<file path="src/rtl/syscall_unit.sv">
// Syscall service unit: stalls the pipeline while printing an integer or character
// from the $v0/$a0 taps, or halting, and streams console bytes over valid/ready.
module syscall_unit #(
    parameter logic [31:0] PRINT_INT  = 32'd1,
    parameter logic [31:0] PRINT_CHAR = 32'd11,
    parameter logic [31:0] EXIT       = 32'd10
) (
    input  logic        clock,
    input  logic        resetn,
    input  logic        syscallValid,
    input  logic [31:0] v0,
    input  logic [31:0] a0,
    output logic        busy,
    output logic        done,
    output logic        badCode,
    output logic        halted,
    output logic        charValid,
    output logic [7:0]  charData,
    input  logic        charReady
);

    typedef enum logic [2:0] {
        S_IDLE,
        S_SIGN,
        S_DIV,
        S_EMIT,
        S_CHAR,
        S_FIN,
        S_HALT
    } state_t;

    state_t      state_q, state_d;
    logic [31:0] mag_q, mag_d;
    logic [3:0]  k_q, k_d;
    logic [3:0]  d_q, d_d;
    logic        started_q, started_d;
    logic [7:0]  char_q, char_d;
    logic        bad_q, bad_d;

    logic [31:0] pow_k;
    logic        xfer;

    function automatic logic [31:0] pow10(input logic [3:0] k);
        case (k)
            4'd0:    pow10 = 32'd1;
            4'd1:    pow10 = 32'd10;
            4'd2:    pow10 = 32'd100;
            4'd3:    pow10 = 32'd1000;
            4'd4:    pow10 = 32'd10000;
            4'd5:    pow10 = 32'd100000;
            4'd6:    pow10 = 32'd1000000;
            4'd7:    pow10 = 32'd10000000;
            4'd8:    pow10 = 32'd100000000;
            4'd9:    pow10 = 32'd1000000000;
            default: pow10 = 32'd1;
        endcase
    endfunction

    always_ff @(posedge clock or negedge resetn) begin
        if (!resetn) begin
            state_q   <= S_IDLE;
            mag_q     <= '0;
            k_q       <= 4'd9;
            d_q       <= '0;
            started_q <= 1'b0;
            char_q    <= '0;
            bad_q     <= 1'b0;
        end else begin
            state_q   <= state_d;
            mag_q     <= mag_d;
            k_q       <= k_d;
            d_q       <= d_d;
            started_q <= started_d;
            char_q    <= char_d;
            bad_q     <= bad_d;
        end
    end

    // Outputs decode registered state only; charReady merely qualifies transitions.
    always_comb begin
        busy      = (state_q != S_IDLE);
        done      = (state_q == S_FIN);
        badCode   = (state_q == S_FIN) && bad_q;
        halted    = (state_q == S_HALT);
        charValid = 1'b0;
        charData  = 8'h00;
        case (state_q)
            S_SIGN: begin
                charValid = 1'b1;
                charData  = 8'h2D;
            end
            S_EMIT: begin
                charValid = 1'b1;
                charData  = 8'h30 + {4'h0, d_q};
            end
            S_CHAR: begin
                charValid = 1'b1;
                charData  = char_q;
            end
            default: ;
        endcase
    end

    assign xfer  = charValid && charReady;
    assign pow_k = pow10(k_q);

    always_comb begin
        state_d   = state_q;
        mag_d     = mag_q;
        k_d       = k_q;
        d_d       = d_q;
        started_d = started_q;
        char_d    = char_q;
        bad_d     = bad_q;
        case (state_q)
            S_IDLE: begin
                if (syscallValid) begin
                    k_d       = 4'd9;
                    d_d       = '0;
                    started_d = 1'b0;
                    bad_d     = 1'b0;
                    if (v0 == PRINT_CHAR) begin
                        char_d  = a0[7:0];
                        state_d = S_CHAR;
                    end else if (v0 == PRINT_INT) begin
                        if (a0[31]) begin
                            mag_d   = 32'd0 - a0;
                            state_d = S_SIGN;
                        end else begin
                            mag_d   = a0;
                            state_d = S_DIV;
                        end
                    end else if (v0 == EXIT) begin
                        state_d = S_HALT;
                    end else begin
                        bad_d   = 1'b1;
                        state_d = S_FIN;
                    end
                end
            end
            S_SIGN: begin
                if (xfer) state_d = S_DIV;
            end
            S_DIV: begin
                // Leading zeros are skipped until the first non-zero digit or the units place.
                if (mag_q >= pow_k) begin
                    mag_d = mag_q - pow_k;
                    d_d   = d_q + 4'd1;
                end else if ((d_q != 4'd0) || started_q || (k_q == 4'd0)) begin
                    state_d = S_EMIT;
                end else begin
                    k_d = k_q - 4'd1;
                end
            end
            S_EMIT: begin
                if (xfer) begin
                    started_d = 1'b1;
                    if (k_q == 4'd0) begin
                        state_d = S_FIN;
                    end else begin
                        k_d     = k_q - 4'd1;
                        d_d     = '0;
                        state_d = S_DIV;
                    end
                end
            end
            S_CHAR: begin
                if (xfer) state_d = S_FIN;
            end
            S_FIN: begin
                bad_d   = 1'b0;
                state_d = S_IDLE;
            end
            S_HALT: state_d = S_HALT;
            default: state_d = S_IDLE;
        endcase
    end

endmodule

</file>
<file path="config.mk">
export PLATFORM = sky130hd
export DESIGN_NAME = syscall_unit
export DESIGN_NICKNAME = d
export VERILOG_FILES = /design/src/rtl/syscall_unit.sv
export SDC_FILE = /design/constraint.sdc
export NUM_CORES = 1
export LEC_CHECK = 0
export CORE_MARGIN = 3
export CORE_UTILIZATION = 50
export DETAILED_ROUTE_END_ITERATION = 7
export GPL_ROUTABILITY_DRIVEN = 0
export PLACE_DENSITY = 0.81
export SLEW_MARGIN = 20
export SYNTH_ARGS = -nofsm -noshare
export SYNTH_HDL_FRONTEND = slang
export SYNTH_SLANG_ARGS = --single-unit
</file>
<file path="constraint.sdc">
create_clock -name clock -period 4.06 [get_ports clock]
set_input_delay 1.218 -clock clock [delete_from_list [all_inputs] [get_ports clock]]
set_output_delay 1.218 -clock clock [all_outputs]
set_load 0.005 [all_outputs]
</file>
=== Word level (Yosys, flattened, before mapping) ===
Memory sizes are Yosys's and may differ from the RTL's.
Cells that the tools add are included.
Widths: inputs -> output; s select.

* Bits in read-only memories: 480
* Memories kept: 1
* Flip-flop bits (word level): 53
* Logic and storage cells: 93

{| class="wikitable"
|+ Memories
! name !! words !! width !! read ports !! clocked after memory_dff !! write ports !! RTL line !! RTL
|-
| (name not given) || 16 || 30 || 1 || 0 || 0 || 44 || <nowiki>case (k)</nowiki>
|}

* Reductions and logical operators: 20
* Multiplexer cells: 39
* Equality and inequality tests: 20
* Add/subtract/negate cells: 5
* $lt $le $gt $ge: 1

{| class="wikitable"
|+ Operators with widths
! kind !! number
|-
| $mux 32 || 5
|-
| $eq 32x4->1 const B || 2
|-
| $pmux 32 s2 || 1
|-
| $mux 4 || 9
|-
| $eq 32x1->1 const B || 1
|-
| $ge 32x32->1 || 1
|-
| $sub 1x32->32 const A || 1
|-
| $sub 32x32->32 || 1
|-
| $mux 3 || 9
|-
| $pmux 4 s3 || 2
|-
| $pmux 8 s3 || 1
|-
| $ne 2x2->1 const B || 11
|-
| $pmux 3 s6 || 1
|-
| $reduce_and 6->1 || 2
|-
| $reduce_and 5->1 || 2
|-
| $eq 3x3->1 const B || 3
|-
| $add 6x4->7 const A || 1
|-
| $mux 1 || 7
|-
| $eq 3x2->1 const B || 2
|-
| $reduce_and 3->1 || 2
|-
| $reduce_bool 2->1 || 3
|-
| $reduce_bool 3->1 || 2
|-
| $add 4x1->4 const B || 1
|-
| $logic_not 4->1 || 1
|-
| other kinds (10) || 14
|}

=== Logic depth before layout (Yosys ltp) ===
Gate-level depths: netlist (run 1).

* Depth in word-level cells: 6
* Depth in mapped cells: 17
* Depth with buffers taken out: 15

=== Least setup slack after synthesis (run 1) ===
No wires, ideal clock.

* Path type: input -> register
* From: in a0[1]
* To: reg mag_q[28]
* Arrival: 3.884 ns
* Setup slack: 0.056 ns
* Path buffers: 0
* Stages on the path: 11
* Required time: 3.939 ns
* Cells stage by stage: inv_1 ha_1 or4b_4 or3_4 or3_4 or2_4 or3_4 o31ai_4 xor2_1 a21oi_1 a22o_1

* Word-level cells in the longest chain between the ends: 6

{| class="wikitable"
|+ Ends and longest elaborated chain
! element !! RTL line !! RTL
|-
| start: declaration || 12 || <nowiki>input logic [31:0] a0,</nowiki>
|-
| $sub 1x32->32 || 127 || <nowiki>mag_d = 32'd0 - a0;</nowiki>
|-
| $mux 32 || 126 || <nowiki>if (a0[31]) begin</nowiki>
|-
| $mux 32 || 125 || <nowiki>end else if (v0 == PRINT_INT) begin</nowiki>
|-
| $mux 32 || 122 || <nowiki>if (v0 == PRINT_CHAR) begin</nowiki>
|-
| $mux 32 || 117 || <nowiki>if (syscallValid) begin</nowiki>
|-
| $pmux 32 s2 || 115 || <nowiki>case (state_q)</nowiki>
|-
| end signal: assignment || 70 || <nowiki>mag_q <= mag_d;</nowiki>
|-
| end: declaration || 33 || <nowiki>logic [31:0] mag_q, mag_d;</nowiki>
|}

Every way passes these cells. The select of a mux whose other input is x is not followed.
A chain may end at the register's enable or synchronous reset.

=== Worst setup path after layout (run 1) ===
* From: in a0[2]
* To: reg mag_q[28]

Same word-level chain as after synthesis.

==> flow_summary.yaml, run 1 <==
synth:
  synth-seq-cells: 53
  seq_area_frac_synth: 0.2478
  synthFlopType: "dfrtp_1"
  synth_edf_count: 0
  ys_warn_count: 0
  synth_area_um2: 5361
  async_flop_share: 1.000
  avgSynthCellArea_um2: 7.670
  ys_types: 63
  netlist_instances: 699
  synth_nets: 807
floorplan:
  start_util: 0.5170
  io_pins: 81
  die_h_um: 109.6
  rows: 37
  dieArea_um2: 12000
  core-area_um2: 10370
  die_w_um: 109.6
sta:
  finClkSkew_ns: 0.006958
  maxSlewHeadroom: 0.3741
  fin_crit_sh: 0.9740
  clock.fmax_mhz: 252.9
  hold_viol: 0
  fin_crit_ns: 3.954
  worst_pin_slew_ns: 0.9389
  setup_violations: 0
  drv_slew: 0
  hold_ws_ns: 0.5050
worst_hold_path:
  hp-start: "mag_q[0]"
  hold_depth: 2
  hp-class: "flop to flop"
cts:
  cts_buffers: 5
  clock-root-buffer: "clkbuf_8"
  cts-htree-levels: 2
  clockBufferDepth: 2
  cts_hold_buf: 0
  cts_sinks: 53
  cts_tree: "done"
  clk_pin_slew_ns: 0.11
  insertion_delay_ns: 0.33
finish:
  area_delta_synth_final_pct: 26.58
  layout_commonest_cell: "nand2_1"
  drive_gt1_frac: 0.1390
  fin_util: 0.6544
  fill_cells: 871
  final_cell_mix: "nand2_1, clkdlybuf4s50_1, nor2_1"
  antennaDiodeCount: 0
  stdcell_count: 942
  stdcell_area_um2: 6787
  nNetsFinal: 913
place:
  io_buffers: 80
  post-place-cells: 932
  post-dp-hpwl_um: 12860
  postPlaceCellArea_um2: 6579
critical_path:
  reg2reg_slack_ns: 0.14
  endpoint_kind: "flop"
  crit_type: "primary input to flop"
  worstReg2RegStart: "k_q[0]"
  cp-startpoint: "a0[2]"
  cp-start-kind: "primary input"
  crit_buf_inv: 1
  cp.arrival_ns: 4.18
  worst-path-stages: 10
  r2r_cells: 16
  required_ns: 4.28
  crit_fanout: 4
  cp_cell_sequence: "dlygate4sd2_1, or4b_4, or3_4, or3_4, or2_4, or3_4, o31ai_4, xor2_1, a21oi_1, a22o_1"
  max_stage_delay_ns: 0.54
  crit_slowest_cell: "or4b_4"
  cpMostUsedCell: "or3_4"
  critical_path.top_delay_family: "simple AND/OR/NAND/NOR gates"
routing:
  firstDrtPassIters: 5
  via_count: 5830
  drtIter0Drc: 448
  wl_per_cell_um: 17.63
  routed_wl_um: 16600
  ant_nets: 0
  vias_per_cell: 6.189
  route.detailed.drc: 0
flow_run:
  cap_violations: 0
grt:
  grt_max_degree: 33
  grt_pass1_wl_um: 26640
  grt_pass1_vias: 5655
  grt_usage: 0.2760
  antenna_found_initial: 0
  grt_overflow: 0
power_and_ir_drop:
  power_density_nw_per_um2: 982.5
  ir_worst_vdd_mv: 0.4028
  p_total_uw: 6668
  p_leak_uw: 0.002845
run_status:
  status: "completed"
-- where the power goes --
part	switching [uW]	internal [uW]	total, uW
clock network	204	142	347
logic	3030	2290	5310
registers	207	800	1010
total	3440	3230	6670
-- cell type report --
| class | instances | area [um2] | area share |
|---|---|---|---|
| inverters | 23 | 86.33 | 0.01272 |
| well taps | 136 | 170.2 | 0.02507 |
| clock buffers | 6 | 82.58 | 0.01217 |
| flip-flops and latches | 53 | 1329 | 0.1958 |
| clock inverters | 2 | 17.52 | 0.002581 |
| multi-input cells | 595 | 3939 | 0.5804 |
| repair buffers | 127 | 1162 | 0.1713 |
-- through the flow --
stage | setup WS, ns | TNS (ns)
2_1_floorplan | 0.05554 | 0
4_1_cts | 0.03526 | 0
3_3_place_gp | -0.4650 | -4.245
3_5_place_dp | -0.5296 | -5.386
6_report | 0.1055 | 0
5_1_grt | -0.005695 | -0.005695
-- worst paths after layout --
path                              to
min reg2reg                 mag_q[0]
min                         mag_q[0]
min in group asynchronous  mag_q[15]
max reg2reg                mag_q[29]
max                        mag_q[28]
max in group asynchronous     k_q[3]
-- per-layer routing --
metal / wire length (um) / part of all wire / vias to the layer above / track usage
met4: 615 / 0.037 / 0 / 0.09706
met5: 0 / 0 / - / 0
met1: 6879 / 0.41 / 2735 / 0.3526
met3: 1313 / 0.079 / 57 / 0.04580
li1: - / - / 2757 / -
met2: 7795 / 0.47 / 281 / 0.4699
-- kinds of logic after synthesis --
group	after synthesis	synth area share
AOI/OAI and AO/OA	223	0.2642
xor gates and xnor gates	53	0.08658
adders and majority gates	40	0.09475
buffers and inverters	51	0.03710
DFF	53	0.2478
muxes	16	0.03337
and+or+nand+nor	263	0.2362
-- worst register-to-register path: stages, from the launching register on --
cell,delay (ns)
dfstp_2,0.59
buf_4,0.16
ha_2,0.21
nor2b_2,0.17
a21oi_1,0.05
o21a_1,0.25
ha_4,0.32
nand3_1,0.12
nor3_1,0.20
o21ai_1,0.14
a2111oi_2,0.52
buf_4,0.21
o2111ai_2,0.16
a31oi_1,0.24
xor2_1,0.26
nand2_1,0.10
a2bb2oi_2,0.16
-- cells in the mapped netlist, types with 3 or more instances --
cell type	count	area, um2
a22o_1	5	43.79
a31oi_1	8	50.05
nor3_1	17	85.08
or2_2	4	25.02
mux2_2	15	168.9
nor2_1	67	251.5
xor2_1	27	236.5
o31ai_1	18	135.1
ha_1	39	488.0
a2bb2oi_1	4	35.03
nand2b_1	11	68.82
or3_4	4	45.04
a22oi_1	5	37.54
inv_1	23	86.33
dfrtp_1	51	1276
o211ai_1	6	45.04
a21o_1	10	75.07
o21bai_1	3	22.52
nor2b_1	8	50.05
and2_1	5	31.28
o21ai_0	63	315.3
nand3_1	12	60.06
o21a_1	6	45.04
or4_1	5	37.54
nand2_1	94	352.8
a211oi_1	5	37.54
o22ai_1	4	25.02
nor4_1	7	43.79
or3_1	8	50.05
nand4_1	11	68.82
xnor2_1	26	227.7
a21oi_1	62	310.3
o41ai_1	3	26.28
clkbuf_1	26	97.59
-- sequential cells by signal, indices dropped and copies added, names as in the netlist --
name,count
started_q,1
k_q,4
bad_q,1
mag_q,32
char_q,8
d_q,4
state_q,3
-- repair_timing --
action	in CTS	in global routing
pin swaps	7	12
gates resized for setup	12	24
setup endpoints to repair	9	41
setup buffers	1	1
(Power assumes the default switching activity.)
==> inputs of run 2 (changes only) <==
--- a/config.mk
+++ b/config.mk
@@ -10,7 +10,8 @@
 export DETAILED_ROUTE_END_ITERATION = 7
 export GPL_ROUTABILITY_DRIVEN = 0
 export PLACE_DENSITY = 0.81
-export SLEW_MARGIN = 20
+export RECOVER_POWER = 100
+export SLEW_MARGIN = 0
 export SYNTH_ARGS = -nofsm -noshare
 export SYNTH_HDL_FRONTEND = slang
 export SYNTH_SLANG_ARGS = --single-unit
==> run 2 against run 1 <==
Against the previous run:
- the flow now finishes with violations (capacitance limit, slew limit)
- register-to-register slack about the same
- critical path depth unchanged
- largest cell class unchanged
- sequential share of layout area is essentially flat
- first-iteration DRC count fell by 4.5%
- cell count is the same
- maximum frequency is 0.13% lower
- count of clock-buffer cells in the layout stayed put
- critical endpoint unchanged
- sequential cell count did not move
- global-route usage is the same
- clock power is essentially flat
- sequential power about the same
==> flow_summary.yaml, run 2 (synthesis results as in run 1) <==
run_status:
  status: "finished, violations left"
  violations: "capacitance limit, slew limit"
place:
  post-dp-hpwl_um: 12860
  io_buffers: 80
  pre_cts_ws_ns: -0.5296
  postPlaceCellArea_um2: 6579
  post-place-cells: 932
grt:
  grt_use_met3: 0.04580
  grt_overflow: 0
  grt_usage: 0.2760
  antenna_found_initial: 0
  grt_pass1_vias: 5655
  grt_pass1_wl_um: 26640
  grt_max_degree: 33
  grt_most_used_layer: "met2"
  met1_usage: 0.3526
  grt_use_met2: 0.4699
floorplan:
  io_pins: 81
  die_w_um: 109.6
  dieArea_um2: 12000
  rows: 37
  core-area_um2: 10370
  die_h_um: 109.6
  start_util: 0.5170
sta:
  hold_viol: 0
  fin_crit_sh: 0.9753
  setup_violations: 0
  clock.fmax_mhz: 252.5
  fin_crit_ns: 3.960
  fin_ws_ns: 0.1002
  worst_pin_slew_ns: 1.887
  maxSlewHeadroom: -0.2581
  drv_slew: 33
  finClkSkew_ns: 0.006871
routing:
  vias_per_cell: 6.189
  drtIter0Drc: 428
  firstDrtPassIters: 5
  ant_nets: 0
  routed_wl_um: 16630
  via_count: 5830
  route.detailed.drc: 0
  wl_per_cell_um: 17.65
power_and_ir_drop:
  ir_worst_vdd_mv: 0.4027
  power_density_nw_per_um2: 985.1
  p_seq_frac: 0.151
  pwr-share-clk: 0.052
  p_int_uw: 3223
  power_switching_uw: 3450
  combPwrFrac: 0.797
  switching_share: 0.5170
  p_total_uw: 6673
  p_leak_uw: 0.002850
worst_hold_path:
  hp-class: "flop to flop"
cts:
  cts_sinks: 53
  insertion_delay_ns: 0.33
  clockBufferDepth: 2
  cts_tree: "done"
  cts-htree-levels: 2
  cts_hold_buf: 0
  clk_pin_slew_ns: 0.10
  clock-root-buffer: "clkbuf_8"
  cts_buffers: 5
critical_path:
  required_ns: 4.28
  crit_fanout: 4
  critical_path.top_delay_family: "simple AND/OR/NAND/NOR gates"
  crit_buf_inv: 1
  cp_cell_sequence: "dlygate4sd2_1, or4b_4, or3_4, or3_4, or2_4, or3_4, o31ai_4, xor2_1, a21oi_1, a22o_1"
  cp-start-kind: "primary input"
  max_stage_delay_ns: 0.54
  cp.arrival_ns: 4.18
  crit_type: "primary input to flop"
  crit_slowest_cell: "or4b_4"
  endpoint_kind: "flop"
  cpMostUsedCell: "or3_4"
finish:
  fill_cells: 874
  multi_input_comb_area_um2: 3939
  regArea_um2: 1329
  area_delta_synth_final_pct: 26.35
  biggestRegsByFlops: "mag_q x32, char_q x8"
  stdcell_count: 942
  nNetsFinal: 913
  stdcell_area_um2: 6774
  drive_gt1_frac: 0.1340
  largest_reg_flops: 32
  final_cell_mix: "nand2_1, nor2_1, a21oi_1, clkdlybuf4s50_1, o21ai_0"
  regMostFlops: "mag_q"
  antennaDiodeCount: 0
  layout_commonest_cell: "nand2_1"
flow_run:
  cap_violations: 1
## run 2: cell count changes in the layout (fill, tap and decap cells not counted), sizes merged
cell	delta
dlygate4sd3	+12
clkdlybuf4s50	-12
buf	-4
clkbuf	+4
## run 2: per-stage QoR
step           hold WS (ns)  utilization  setup TNS [ns]
2_1_floorplan        0.4498            -               0
3_3_place_gp         0.4630       0.6344          -4.245
3_5_place_dp         0.4744       0.6344          -5.386
4_1_cts              0.4999       0.6480               0
5_1_grt              0.5277       0.6532       -0.005695
6_report             0.5028       0.6532               0
## run 2: worst min-delay path, stage by stage (launching register included)
cell and delay, ns:
dfrtp_1 0.37, nand2_1 0.05, o31ai_1 0.05
## run 2: what timing repair did
action	CTS	global route
resized for setup	12	24
buffers inserted	1	1
pin swaps	7	12
setup endpoints to repair	9	41
## run 2: final cells by class
class	count	area share
inverter	23	0.01274
multi-input combinational	595	0.5815
timing repair buffer	127	0.1697
tap	136	0.02512
clock inverter	2	0.002586
clock buffer	6	0.01219
sequential	53	0.1962
## run 2: power groups by stage
stage	sequential (uW)	clock (uW)	combinational (uW)
5_1_grt	1040	370	5900
3_5_place_dp	1000	0	5070
4_1_cts	994	353	5110
6_report	1010	349	5320
2_1_floorplan	921	0	3790
3_3_place_gp	992	0	4900
## run 2: path summary, 6_finish.rpt
path | start | end | slack, ns | cells past startpoint
setup / recovery | a0[2] | mag_q[28] | 0.10 | 10
hold / removal | mag_q[24] | mag_q[24] | 0.50 | 2
setup reg to reg | k_q[0] | mag_q[29] | 0.14 | 16
hold reg to reg | mag_q[24] | mag_q[24] | 0.50 | 2
max in group asynchronous | resetn | mag_q[29] | 0.72 | 2
min in group asynchronous | resetn | mag_q[15] | 1.39 | 1
## run 2: layer usage
layer | share of wire | wire (um)
met5 | 0 | 0
met4 | 0.034 | 567
met3 | 0.082 | 1369
met2 | 0.47 | 7834
met1 | 0.41 | 6856
